<file path="config.mk">
export PLATFORM = sky130hd
export DESIGN_NAME = yacht_scorer_flat
export DESIGN_NICKNAME = d
export VERILOG_FILES = /design/src/rtl/yacht_pkg.sv /design/src/rtl/yacht_scorer_if.sv /design/src/rtl/yacht_scorer_face_histogram.sv /design/src/rtl/yacht_scorer.sv /design/src/flat_wrapper.sv
export SDC_FILE = /design/constraint.sdc
export NUM_CORES = 1
export LEC_CHECK = 0
export BUFFER_PORTS_ARGS = -buffer_cell sky130_fd_sc_hd__buf_4
export CORE_MARGIN = 2
export CORE_UTILIZATION = 57
export CTS_CLUSTER_DIAMETER = 50
export CTS_CLUSTER_SIZE = 30
export DETAILED_ROUTE_END_ITERATION = 10
export PLACE_DENSITY = 0.87
export RECOVER_POWER = 25
export SLEW_MARGIN = 10
export SYNTH_ARGS = -nofsm -noshare
export SYNTH_HDL_FRONTEND = slang
export SYNTH_SLANG_ARGS = --single-unit
</file>
<file path="constraint.sdc">
create_clock -name clk -period 11.8 [get_ports clk]
set_clock_uncertainty 0.2 [all_clocks]
set_input_delay 0 -clock clk [delete_from_list [all_inputs] [get_ports clk]]
set_output_delay 0 -clock clk [all_outputs]
set_load 0.02 [all_outputs]
</file>
<file path="src/rtl/yacht_pkg.sv">
// Shared definitions for the yacht scorer: category codes, fixed-score constants,
// FSM state encoding and the face-count histogram types.
package yacht_pkg;

  localparam logic [3:0] CAT_ONES      = 4'd0;
  localparam logic [3:0] CAT_TWOS      = 4'd1;
  localparam logic [3:0] CAT_THREES    = 4'd2;
  localparam logic [3:0] CAT_FOURS     = 4'd3;
  localparam logic [3:0] CAT_FIVES     = 4'd4;
  localparam logic [3:0] CAT_SIXES     = 4'd5;
  localparam logic [3:0] CAT_CHOICE    = 4'd6;
  localparam logic [3:0] CAT_FOURKIND  = 4'd7;
  localparam logic [3:0] CAT_FULLHOUSE = 4'd8;
  localparam logic [3:0] CAT_SSTRAIGHT = 4'd9;
  localparam logic [3:0] CAT_LSTRAIGHT = 4'd10;
  localparam logic [3:0] CAT_YACHT     = 4'd11;

  localparam logic [5:0] SS_SCORE    = 6'd15;
  localparam logic [5:0] LS_SCORE    = 6'd30;
  localparam logic [5:0] YACHT_SCORE = 6'd50;

  typedef enum logic [2:0] {
    S_IDLE  = 3'd0,
    S_LOAD  = 3'd1,
    S_COUNT = 3'd2,
    S_EVAL  = 3'd3,
    S_DONE  = 3'd4
  } state_t;

  // Entry [i] holds how many dice show face i+1.
  typedef logic [2:0] cnt_t;
  typedef cnt_t [5:0] hist_t;

endpackage

</file>
<file path="src/rtl/yacht_scorer_if.sv">
// Request/result bundle between the dice manager (master) and the scorer (slave).
interface yacht_scorer_if #(parameter int SCORE_W = 6);
  // Handshake: start is a request taken only while busy=0; requests while busy are
  // dropped. done is a one-cycle strobe qualifying score/err, which then hold until
  // the next done.
  logic               start;
  logic [3:0]         category;
  logic [2:0]         dice1;
  logic [2:0]         dice2;
  logic [2:0]         dice3;
  logic [2:0]         dice4;
  logic [2:0]         dice5;
  logic               busy;
  logic               done;
  logic [SCORE_W-1:0] score;
  logic               err;

  modport master (
    output start, category, dice1, dice2, dice3, dice4, dice5,
    input  busy, done, score, err
  );

  modport slave (
    input  start, category, dice1, dice2, dice3, dice4, dice5,
    output busy, done, score, err
  );
endinterface

</file>
<file path="src/rtl/yacht_scorer_face_histogram.sv">
// Six saturating 3-bit face counters fed one die per cycle; faces 0 and 7 are
// flagged as illegal and leave the counters untouched.
module face_histogram
  import yacht_pkg::*;
(
  input  logic       clk,
  input  logic       reset_n,
  input  logic       clear_i,
  input  logic       inc_i,
  input  logic [2:0] face_i,
  output hist_t      counts_o,
  output logic       illegal_o
);

  hist_t counts_q;

  assign illegal_o = (face_i == 3'd0) || (face_i == 3'd7);
  assign counts_o  = counts_q;

  always_ff @(posedge clk or negedge reset_n) begin
    if (!reset_n) begin
      counts_q <= '0;
    end else if (clear_i) begin
      counts_q <= '0;
    end else if (inc_i && !illegal_o) begin
      for (int i = 0; i < 6; i++) begin
        if (face_i == 3'(i + 1) && counts_q[i] != 3'd7) begin
          counts_q[i] <= counts_q[i] + 3'd1;
        end
      end
    end
  end

endmodule

</file>
<file path="src/rtl/yacht_scorer.sv">
// Multi-cycle Yacht score evaluator: latch dice, histogram them one per cycle,
// then score the requested category in a single evaluation cycle.
module yacht_scorer
  import yacht_pkg::*;
#(
  parameter int SCORE_W = 6
) (
  input  logic           clk,
  input  logic           reset_n,
  yacht_scorer_if.slave  bus,
  output state_t         state_o
);

  state_t             state_q, state_d;
  logic [4:0][2:0]    dice_q;
  logic [3:0]         cat_q;
  logic [2:0]         idx_q;
  logic [4:0]         sum_q;
  logic               err_pend_q;
  logic [SCORE_W-1:0] score_q, score_d;
  logic               err_q, err_d;

  logic  latch, hist_clear, hist_inc, eval_en, done;
  logic  [2:0] face;
  logic  illegal;
  hist_t counts;

  face_histogram u_hist (
    .clk       (clk),
    .reset_n   (reset_n),
    .clear_i   (hist_clear),
    .inc_i     (hist_inc),
    .face_i    (face),
    .counts_o  (counts),
    .illegal_o (illegal)
  );

  // FSM: state register
  always_ff @(posedge clk or negedge reset_n) begin
    if (!reset_n) state_q <= S_IDLE;
    else          state_q <= state_d;
  end

  // FSM: next state
  always_comb begin
    state_d = state_q;
    case (state_q)
      S_IDLE:  if (bus.start) state_d = S_LOAD;
      S_LOAD:  state_d = S_COUNT;
      S_COUNT: if (idx_q == 3'd4) state_d = S_EVAL;
      S_EVAL:  state_d = S_DONE;
      S_DONE:  state_d = S_IDLE;
      default: state_d = S_IDLE;
    endcase
  end

  // FSM: outputs
  always_comb begin
    latch      = 1'b0;
    hist_clear = 1'b0;
    hist_inc   = 1'b0;
    eval_en    = 1'b0;
    done       = 1'b0;
    case (state_q)
      S_IDLE:  latch      = bus.start;
      S_LOAD:  hist_clear = 1'b1;
      S_COUNT: hist_inc   = 1'b1;
      S_EVAL:  eval_en    = 1'b1;
      S_DONE:  done       = 1'b1;
      default: ;
    endcase
  end

  always_comb begin
    case (idx_q)
      3'd0:    face = dice_q[0];
      3'd1:    face = dice_q[1];
      3'd2:    face = dice_q[2];
      3'd3:    face = dice_q[3];
      3'd4:    face = dice_q[4];
      default: face = 3'd0;
    endcase
  end

  always_ff @(posedge clk or negedge reset_n) begin
    if (!reset_n) begin
      dice_q     <= '0;
      cat_q      <= '0;
      idx_q      <= '0;
      sum_q      <= '0;
      err_pend_q <= 1'b0;
      score_q    <= '0;
      err_q      <= 1'b0;
    end else begin
      if (latch) begin
        dice_q <= {bus.dice5, bus.dice4, bus.dice3, bus.dice2, bus.dice1};
        cat_q  <= bus.category;
      end
      if (hist_clear) begin
        idx_q      <= '0;
        sum_q      <= '0;
        err_pend_q <= 1'b0;
      end else if (hist_inc) begin
        idx_q <= idx_q + 3'd1;
        if (illegal) err_pend_q <= 1'b1;
        else         sum_q      <= sum_q + {2'b00, face};
      end
      if (eval_en) begin
        score_q <= score_d;
        err_q   <= err_d;
      end
    end
  end

  logic [5:0] present;
  logic       has2, has3, has4, has5;
  logic [2:0] cnt_sel, face_mul;
  logic [5:0] raw, sum6;
  logic       bad;

  // Score evaluation from the finished histogram and running sum.
  always_comb begin
    has2    = 1'b0;
    has3    = 1'b0;
    has4    = 1'b0;
    has5    = 1'b0;
    present = '0;
    cnt_sel = '0;
    for (int i = 0; i < 6; i++) begin
      present[i] = (counts[i] != 3'd0);
      has2 = has2 | (counts[i] == 3'd2);
      has3 = has3 | (counts[i] == 3'd3);
      has4 = has4 | (counts[i] >= 3'd4);
      has5 = has5 | (counts[i] == 3'd5);
      if (cat_q == 4'(i)) cnt_sel = counts[i];
    end
    face_mul = cat_q[2:0] + 3'd1;
    sum6     = {1'b0, sum_q};
    raw      = '0;
    bad      = err_pend_q;
    case (cat_q)
      CAT_ONES, CAT_TWOS, CAT_THREES, CAT_FOURS, CAT_FIVES, CAT_SIXES:
        raw = 6'(face_mul) * 6'(cnt_sel);
      CAT_CHOICE:    raw = sum6;
      CAT_FOURKIND:  raw = has4 ? sum6 : 6'd0;
      CAT_FULLHOUSE: raw = (has3 && has2) ? sum6 : 6'd0;
      CAT_SSTRAIGHT:
        raw = ((&present[3:0]) || (&present[4:1]) || (&present[5:2])) ? SS_SCORE : 6'd0;
      CAT_LSTRAIGHT:
        raw = ((&present[4:0]) || (&present[5:1])) ? LS_SCORE : 6'd0;
      CAT_YACHT:     raw = has5 ? YACHT_SCORE : 6'd0;
      default:       bad = 1'b1;
    endcase
    if (bad) raw = '0;
    score_d = SCORE_W'(raw);
    err_d   = bad;
  end

  assign bus.busy  = (state_q != S_IDLE);
  assign bus.done  = done;
  assign bus.score = score_q;
  assign bus.err   = err_q;
  assign state_o   = state_q;

endmodule

</file>
<file path="src/flat_wrapper.sv">
// flat-port wrapper written by rule: the top's interface ports become plain ports
module yacht_scorer_flat import yacht_pkg::*;
#(
  parameter int SCORE_W = 6
)
  (clk, reset_n, state_o, bus_start, bus_category, bus_dice1, bus_dice2, bus_dice3, bus_dice4, bus_dice5, bus_busy, bus_done, bus_score, bus_err);
  yacht_scorer_if #(.SCORE_W(SCORE_W)) bus_i ();
  input  logic clk;
  input  logic reset_n;
  output state_t state_o;
  input wire logic [$bits(bus_i.start)-1:0] bus_start;
  input wire logic [$bits(bus_i.category)-1:0] bus_category;
  input wire logic [$bits(bus_i.dice1)-1:0] bus_dice1;
  input wire logic [$bits(bus_i.dice2)-1:0] bus_dice2;
  input wire logic [$bits(bus_i.dice3)-1:0] bus_dice3;
  input wire logic [$bits(bus_i.dice4)-1:0] bus_dice4;
  input wire logic [$bits(bus_i.dice5)-1:0] bus_dice5;
  output wire logic [$bits(bus_i.busy)-1:0] bus_busy;
  output wire logic [$bits(bus_i.done)-1:0] bus_done;
  output wire logic [$bits(bus_i.score)-1:0] bus_score;
  output wire logic [$bits(bus_i.err)-1:0] bus_err;
  assign bus_i.start = bus_start;
  assign bus_i.category = bus_category;
  assign bus_i.dice1 = bus_dice1;
  assign bus_i.dice2 = bus_dice2;
  assign bus_i.dice3 = bus_dice3;
  assign bus_i.dice4 = bus_dice4;
  assign bus_i.dice5 = bus_dice5;
  assign bus_busy = bus_i.busy;
  assign bus_done = bus_i.done;
  assign bus_score = bus_i.score;
  assign bus_err = bus_i.err;
  yacht_scorer #(.SCORE_W(SCORE_W)) u_core (.clk(clk), .reset_n(reset_n), .bus(bus_i), .state_o(state_o));
endmodule
</file>
==> results.ini, run 1 <==
[finish]
num-fill-cells = 511
finalNonFillerCells = 527
seq_area_sq_um = 1401
n_antenna_cell = 0
syn2layout_area_growth_pct = 14.96
finish.net_count = 524
multi_input_area_sq_um = 2305
drive_above_1_share_pct = 13.87

[synth]
synth_edf_count = 0
syn_avg_cell_area_sq_um = 9.812
syn_inst = 398
ys_seq_area_share_pct = 35.89
synthArstFlopShare_pct = 100.0
synthFlopType = dfrtp_1
ys_ff_latch = 56
synth_nets = 476
syn_area_sq_um = 3905
ys_warn_count = 0
synth.distinct_cells = 55

[clocking]
cts-resized-gates = 0
path_clk_slew_ns = 0.10
clk_latency_ns = 0.32
postCtsSetupRepairBufs = 0
root_buffer = clkbuf_8
numCtsBuffers = 5
clock_path_buffers = 2
h-tree-depth = 2
hold_buffers = 21
clock-sinks = 56
cts_tree = done

[outcome]
status = finished with violations
violations = max-capacitance violations, max-slew violations

[timing]
timing.final.ws_setup_ns = 7.678
whs_ns = 0.2262
slew_headroom_pct = -100.0
hold_viol_final = 0
max_freq_mhz = 242.6
period_needed_ns = 4.122
fin_tns_setup_ns = 0
rsz0062_at_grt = false
max_slew.worst_pin.slew_ns = 3.000
fin_crit_sh_pct = 34.93
maxSlewViolCount = 57
setup_violations = 0

[die]
die_w_um = 86.77
core_area_sq_um = 6719
dieHeight_um = 86.77
pin_count = 34
design.die.area_sq_um = 7529
start_util_pct = 58.12
core.rowCount = 30

[global_routing]
grt_overflow = 0
track_usage_pct = 24.69
grt_pass1_vias = 3152
grt_max_degree = 57
grt_pass1_wl_mm = 14.81
antenna_found_initial = 0

[placed_design]
place_ws_ns = 7.703
dp_cells = 498
io_buffers = 33
hpwl_mm = 6.335
gp_congestion = 0.9270

[setup_path]
worst_setup_path_start_kind = register
path_class = reg2reg
end_kind = register
arrival_ns = 4.12
crit_fanout = 8
critical_path_required_ns = 11.80

[power]
p_seq_share_pct = 34.4
cellPowerDensity_nw_per_um2 = 234.3
pwr-share-comb_pct = 54.9
irDropWorstVdd_mv = 0.1676
p_int_mw = 0.5701
p_leak_nw = 2.099
power.share.clock_pct = 10.7
switching_power_mw = 0.4815
totalPowerFinal_mw = 1.052
swShare_pct = 45.79

[detailed_routing]
dr_total_vias = 3178
dr.pass1.iters = 4
antenna_left = 0
drc = 0
wl_per_cell_um = 16.43
routed_via_density = 6.030
routed_wirelength_mm = 8.656
drtIter0Drc = 183

[run]
cap_violations = 1

[worst_hold_path]
hp-class = in2reg

[flip-flops by register name, summed over array words and instances, names as in the netlist]
name and cells:
u_core.bus.err 1, u_core.bus.score 6, u_core.cat_q 4, u_core.dice_q 15
u_core.err_pend_q 1, u_core.idx_q 3, u_core.state_o 3, u_core.sum_q 5
u_core.u_hist.counts_o 18
[per-layer routing]
layer	part of all wire (%)	vias up	track usage, %
met5	0	-	0
met4	2.8	0	9.517
met3	4.8	20	4.857
met2	50	93	40.21
met1	43	1538	32.50
li1	-	1527	-
[cell usage in the layout (no fill, tap or decap), drive strengths merged, types with 3 or more instances in the layout]
| cell | netlist | routed |
|---|---|---|
| nand2 | 30 | 30 |
| inv | 37 | 37 |
| mux2 | 17 | 17 |
| xnor2 | 3 | 3 |
| mux2i | 7 | 7 |
| a22oi | 9 | 9 |
| o21a | 3 | 3 |
| dfrtp | 56 | 56 |
| ha | 53 | 53 |
| a22o | 6 | 6 |
| or3 | 14 | 14 |
| a311oi | 4 | 4 |
| nor2b | 8 | 8 |
| nand2b | 8 | 8 |
| nand4 | 8 | 8 |
| dlygate4sd3 | 0 | 21 |
| nand3 | 9 | 9 |
| o21ai | 22 | 22 |
| nand3b | 4 | 4 |
| clkbuf | 10 | 11 |
| and2 | 5 | 5 |
| a21oi | 23 | 23 |
| o31ai | 8 | 8 |
| fa | 3 | 3 |
| nor2 | 6 | 6 |
| o211ai | 7 | 7 |
| buf | 4 | 30 |
| a221o | 3 | 3 |
[cell type report]
class | count | area share (%)
Clock buffer | 7 | 1.923
Inverter | 37 | 3.094
Tap cell | 80 | 2.230
Multi-Input combinational cell | 291 | 51.34
Clock inverter | 1 | 0.1672
Sequential cell | 56 | 31.22
Timing Repair Buffer | 55 | 10.03
[cells in the mapped netlist (3+ instances only)]
cell type,n,area share (%)
a311oi_1,4,0.90
a22oi_1,9,1.7
or3_1,14,2.2
nand3b_1,4,0.77
nor2b_1,8,1.3
a22o_1,6,1.3
inv_1,36,3.5
nand2_1,30,2.9
and2_1,5,0.80
a21oi_1,23,2.9
a221o_1,3,0.77
clkbuf_1,10,0.96
o21ai_0,21,2.7
o211ai_1,7,1.3
buf_2,3,0.38
mux2_2,17,4.9
nand4_1,8,1.3
dfrtp_1,56,36
o21a_1,3,0.58
o31ai_1,7,1.3
ha_1,53,17
nand2b_1,8,1.3
nor2_1,5,0.48
xnor2_1,3,0.67
mux2i_1,7,1.8
nand3_1,9,1.2
fa_1,3,1.5
[worst max-delay path: stages, from the launching register on]
cell       delay (ns)
dfrtp_1          0.41
inv_1            0.16
ha_1             0.35
nand3b_1         0.12
a311oi_1         0.27
a211oi_1         0.08
a311oi_1         0.40
nand2_1          0.15
fa_1             0.56
inv_1            0.04
ha_1             0.22
fa_1             0.38
xor2_1           0.18
a2bb2oi_1        0.13
a21oi_1          0.08
a221o_1          0.27
[worst paths after layout]
check / startpoint / endpoint / slack [ns] / cells after the start
min in group asynchronous: reset_n / u_core.cat_q[0]$_DFFE_PN0P_ / 0.98 / 2
max reg2reg: u_core.cat_q[0]$_DFFE_PN0P_ / u_core.bus.score[4]$_DFFE_PN0P_ / 7.68 / 15
min: bus_category[0] / u_core.cat_q[0]$_DFFE_PN0P_ / 0.23 / 4
max: u_core.cat_q[0]$_DFFE_PN0P_ / u_core.bus.score[4]$_DFFE_PN0P_ / 7.68 / 15
max in group asynchronous: reset_n / u_core.bus.score[4]$_DFFE_PN0P_ / 8.71 / 2
min reg2reg: u_core.bus.score[5]$_DFFE_PN0P_ / u_core.bus.score[5]$_DFFE_PN0P_ / 0.29 / 1
[power by group through the flow]
stage / sequential [mW] / combinational (mW) / clock, mW
after global placement: 0.358 / 0.545 / 0
final: 0.361 / 0.578 / 0.113
after detailed placement: 0.364 / 0.571 / 0
after floorplan: 0.332 / 0.448 / 0
after global routing: 0.375 / 0.649 / 0.121
after CTS: 0.360 / 0.580 / 0.114
[logic make-up after synthesis]
family / Yosys count / share of synthesized area [%]
buffers and inverters: 51 / 5.095
AOI/OAI and AO/OA: 104 / 18.30
DFF: 56 / 35.89
xor gates and xnor gates: 4 / 0.8973
adders and majority gates: 56 / 18.52
muxes: 24 / 6.697
and+or+nand+nor: 103 / 14.61
[through the flow]
| stage | utilization [%] | instance area (sq um) |
|---|---|---|
| floorplan | - | 3905 |
| global placement | 62.51 | 4200 |
| detailed placement | 62.51 | 4200 |
| CTS | 67.04 | 4504 |
| global route | 66.82 | 4489 |
| finish | 66.82 | 4489 |
Power figures use the tool's default switching activity.
==> run 2, diff against run 1 <==
Clock period 11.8 ns to 4 ns, I/O delays scaled along.
==> run 2 against run 1 <==
The flow still finishes with violations (max-capacitance violations, max-slew violations); fmax grew 6.0%; sequential share of layout area fell by 0.66 points; hold slack improved by 0.021 ns; count of clock-buffer cells in the layout decreased by 1; global-route usage about the same; register-to-register slack worse by 7.6 ns; total power rose to 3.1 times the previous value; via count grew 1.1%; wire length is 4.8% higher; final cell count up 0.57%; critical path type unchanged; highest routed layer unchanged.
==> results.ini, run 2 (synthesized netlist as in run 1, its figures left out) <==
[outcome]
status = finished with violations
violations = max-capacitance violations, max-slew violations

[power]
power.share.clock_pct = 10.4  ; -0.3 points
p_int_mw = 1.744  ; +210%
pwr-share-comb_pct = 56.1  ; +1.2 points
p_leak_nw = 2.135  ; +1.7%
cellPowerDensity_nw_per_um2 = 699.9  ; +200%
totalPowerFinal_mw = 3.210  ; +210%
p_seq_share_pct = 33.5  ; -0.9 points
switching_power_mw = 1.467  ; +200%
irDropWorstVdd_mv = 0.4405  ; +160%
swShare_pct = 45.69  ; -0.098 points

[setup_path]
endpoint = u_core.bus.score[4]$_DFFE_PN0P_
end_kind = register
reg2reg_slack_ns = 0.11  ; -7.57 ns
critical_path_required_ns = 4.01  ; -7.79 ns
worstRegToRegCells = 15  ; unchanged
arrival_ns = 3.89  ; -0.23 ns
worst_setup_path_start_kind = register
crit_fanout = 12  ; +4
path_class = reg2reg
reg2reg_to = u_core.bus.score[4]$_DFFE_PN0P_
crit_start = u_core.cat_q[1]$_DFFE_PN0P_
rr_startpoint = u_core.cat_q[1]$_DFFE_PN0P_

[detailed_routing]
routed_via_density = 6.060  ; +0.50%
antenna_left = 0  ; unchanged
drc = 0  ; unchanged
dr_wl_met2_mm = 4.676  ; +8.4%
route.met3.wl_um = 434  ; +4.8%
wl_per_cell_um = 17.12  ; +4.2%
topRoutingLayerUsed = met4
dr_total_vias = 3212  ; +1.1%
drtIter0Drc = 254  ; +39%
met1Wirelength_mm = 3.815  ; +3.5%
routed_wirelength_mm = 9.071  ; +4.8%
dr.pass1.iters = 5  ; +1

[finish]
design_area_sq_um = 4587  ; +2.2%
syn2layout_area_growth_pct = 17.46
finalNonFillerCells = 530  ; +0.57%
n_antenna_cell = 0  ; unchanged
drive_above_1_share_pct = 17.33  ; +3.5 points
finish.net_count = 527  ; +0.57%
largest_reg_flops = 18  ; unchanged
final_common_cell = dfrtp_1
final_cell_mix = 56 x dfrtp_1, 50 x ha_1, 36 x buf_4

[timing]
maxSlewViolCount = 57  ; unchanged
max_slew.worst_pin.slew_ns = 2.984  ; -0.01573 ns
hold_viol_final = 0  ; unchanged
period_needed_ns = 3.887  ; -0.2347 ns
fin_tns_setup_ns = 0  ; unchanged
fin_crit_sh_pct = 97.18  ; +62 points
max_freq_mhz = 257.3  ; +6.0%
setup_violations = 0  ; unchanged
whs_ns = 0.2469  ; +0.02072 ns
slew_headroom_pct = -98.95  ; +1.0 points

[global_routing]
grt_overflow = 0  ; unchanged
antenna_found_initial = 0  ; unchanged
grt_pass1_wl_mm = 14.57  ; -1.6%
track_usage_pct = 24.73  ; +0.045 points
grt_max_degree = 57  ; unchanged
grt_pass1_vias = 3127  ; -0.79%

[placed_design]
io_buffers = 33  ; unchanged
hpwl_mm = 6.547  ; +3.3%
dp_cells = 500  ; +0.40%
placed_area_sq_um = 4215  ; +0.36%
gp_congestion = 0.8991  ; -3.0%

[clocking]
clock-sinks = 56  ; unchanged
root_buffer = clkbuf_8
path_clk_slew_ns = 0.10  ; about the same
clk_latency_ns = 0.31  ; about the same
h-tree-depth = 2  ; unchanged
numCtsBuffers = 5  ; unchanged
clock_path_buffers = 2  ; unchanged
cts_tree = done

[die]
pin_count = 34  ; unchanged
dieHeight_um = 86.77  ; unchanged
core.rowCount = 30  ; unchanged
start_util_pct = 58.12  ; unchanged
die_w_um = 86.77  ; unchanged
design.die.area_sq_um = 7529  ; unchanged
core_area_sq_um = 6719  ; unchanged

[worst_hold_path]
hp-class = in2reg

[run]
cap_violations = 1  ; unchanged

-- run 2: layout make-up --
cell class | count | area (sq um)
Clock buffer | 6 | 82.58
Clock inverter | 2 | 13.76
Fill cell | 494 | 2132
Inverter | 37 | 141.4
Multi-Input combinational cell | 291 | 2364
Sequential cell | 56 | 1401
Tap cell | 80 | 100.1
Timing Repair Buffer | 58 | 484.2
-- run 2: layer usage --
metal,GRT usage (%),vias up
met5,0,-
met4,6.534,0
met3,3.238,14
met2,44.90,122
met1,30.89,1540
li1,-,1536
-- run 2: repair_timing --
| item | in CTS | in global routing |
|---|---|---|
| gates resized for setup | 2 | 11 |
| hold endpoints to repair | 76 | 0 |
| setup endpoints to repair | 1 | 2 |
| cloned | 0 | 0 |
| setup buffers | 0 | 1 |
| pin swaps | 2 | 2 |
| hold buffers | 21 | 0 |
-- run 2: stage by stage --
| stage | util (%) | setup slack [ns] |
|---|---|---|
| after CTS | 67.37 | 0.01432 |
| after global routing | 68.27 | -0.003063 |
| after detailed placement | 62.74 | -0.07247 |
| after global placement | 62.74 | 0.09253 |
| after floorplan | - | 0.2170 |
| final | 68.27 | 0.1127 |
-- run 2: critical path, stage by stage, from the launching register on --
cell and delay [ns]:
dfrtp_1 0.44, inv_2 0.10, ha_4 0.21, nand3b_1 0.19, a311oi_2 0.28, a211oi_1 0.10
a311oi_2 0.32, nand2_1 0.14, fa_1 0.53, inv_1 0.05, ha_1 0.23, fa_2 0.35
xor2_1 0.17, a2bb2oi_1 0.13, a21oi_1 0.08, a221o_1 0.27
-- run 2: worst min path at each step --
stage	slack (ns)	start	to	cells after the start
finish	0.25	bus_dice5[0]	u_core.dice_q[12]$_DFFE_PN0P_	3
floorplan	-0.50	reset_n	u_core.bus.err$_DFFE_PN0P_	0
CTS	0.1	reset_n	u_core.u_hist.counts_o[15]$_DFFE_PN0P_	2
detailed placement	-0.1	reset_n	u_core.u_hist.counts_o[15]$_DFFE_PN0P_	1
global placement	-0.10	reset_n	u_core.u_hist.counts_o[15]$_DFFE_PN0P_	1
global route	0.24	bus_dice5[0]	u_core.dice_q[12]$_DFFE_PN0P_	3
-- run 2: power groups by stage --
stage,combinational (mW),sequential (mW),clock (mW)
floorplan,1.32,0.980,0
global placement,1.62,1.05,0
detailed placement,1.69,1.07,0
CTS,1.73,1.06,0.341
global route,2.00,1.11,0.366
finish,1.80,1.08,0.334
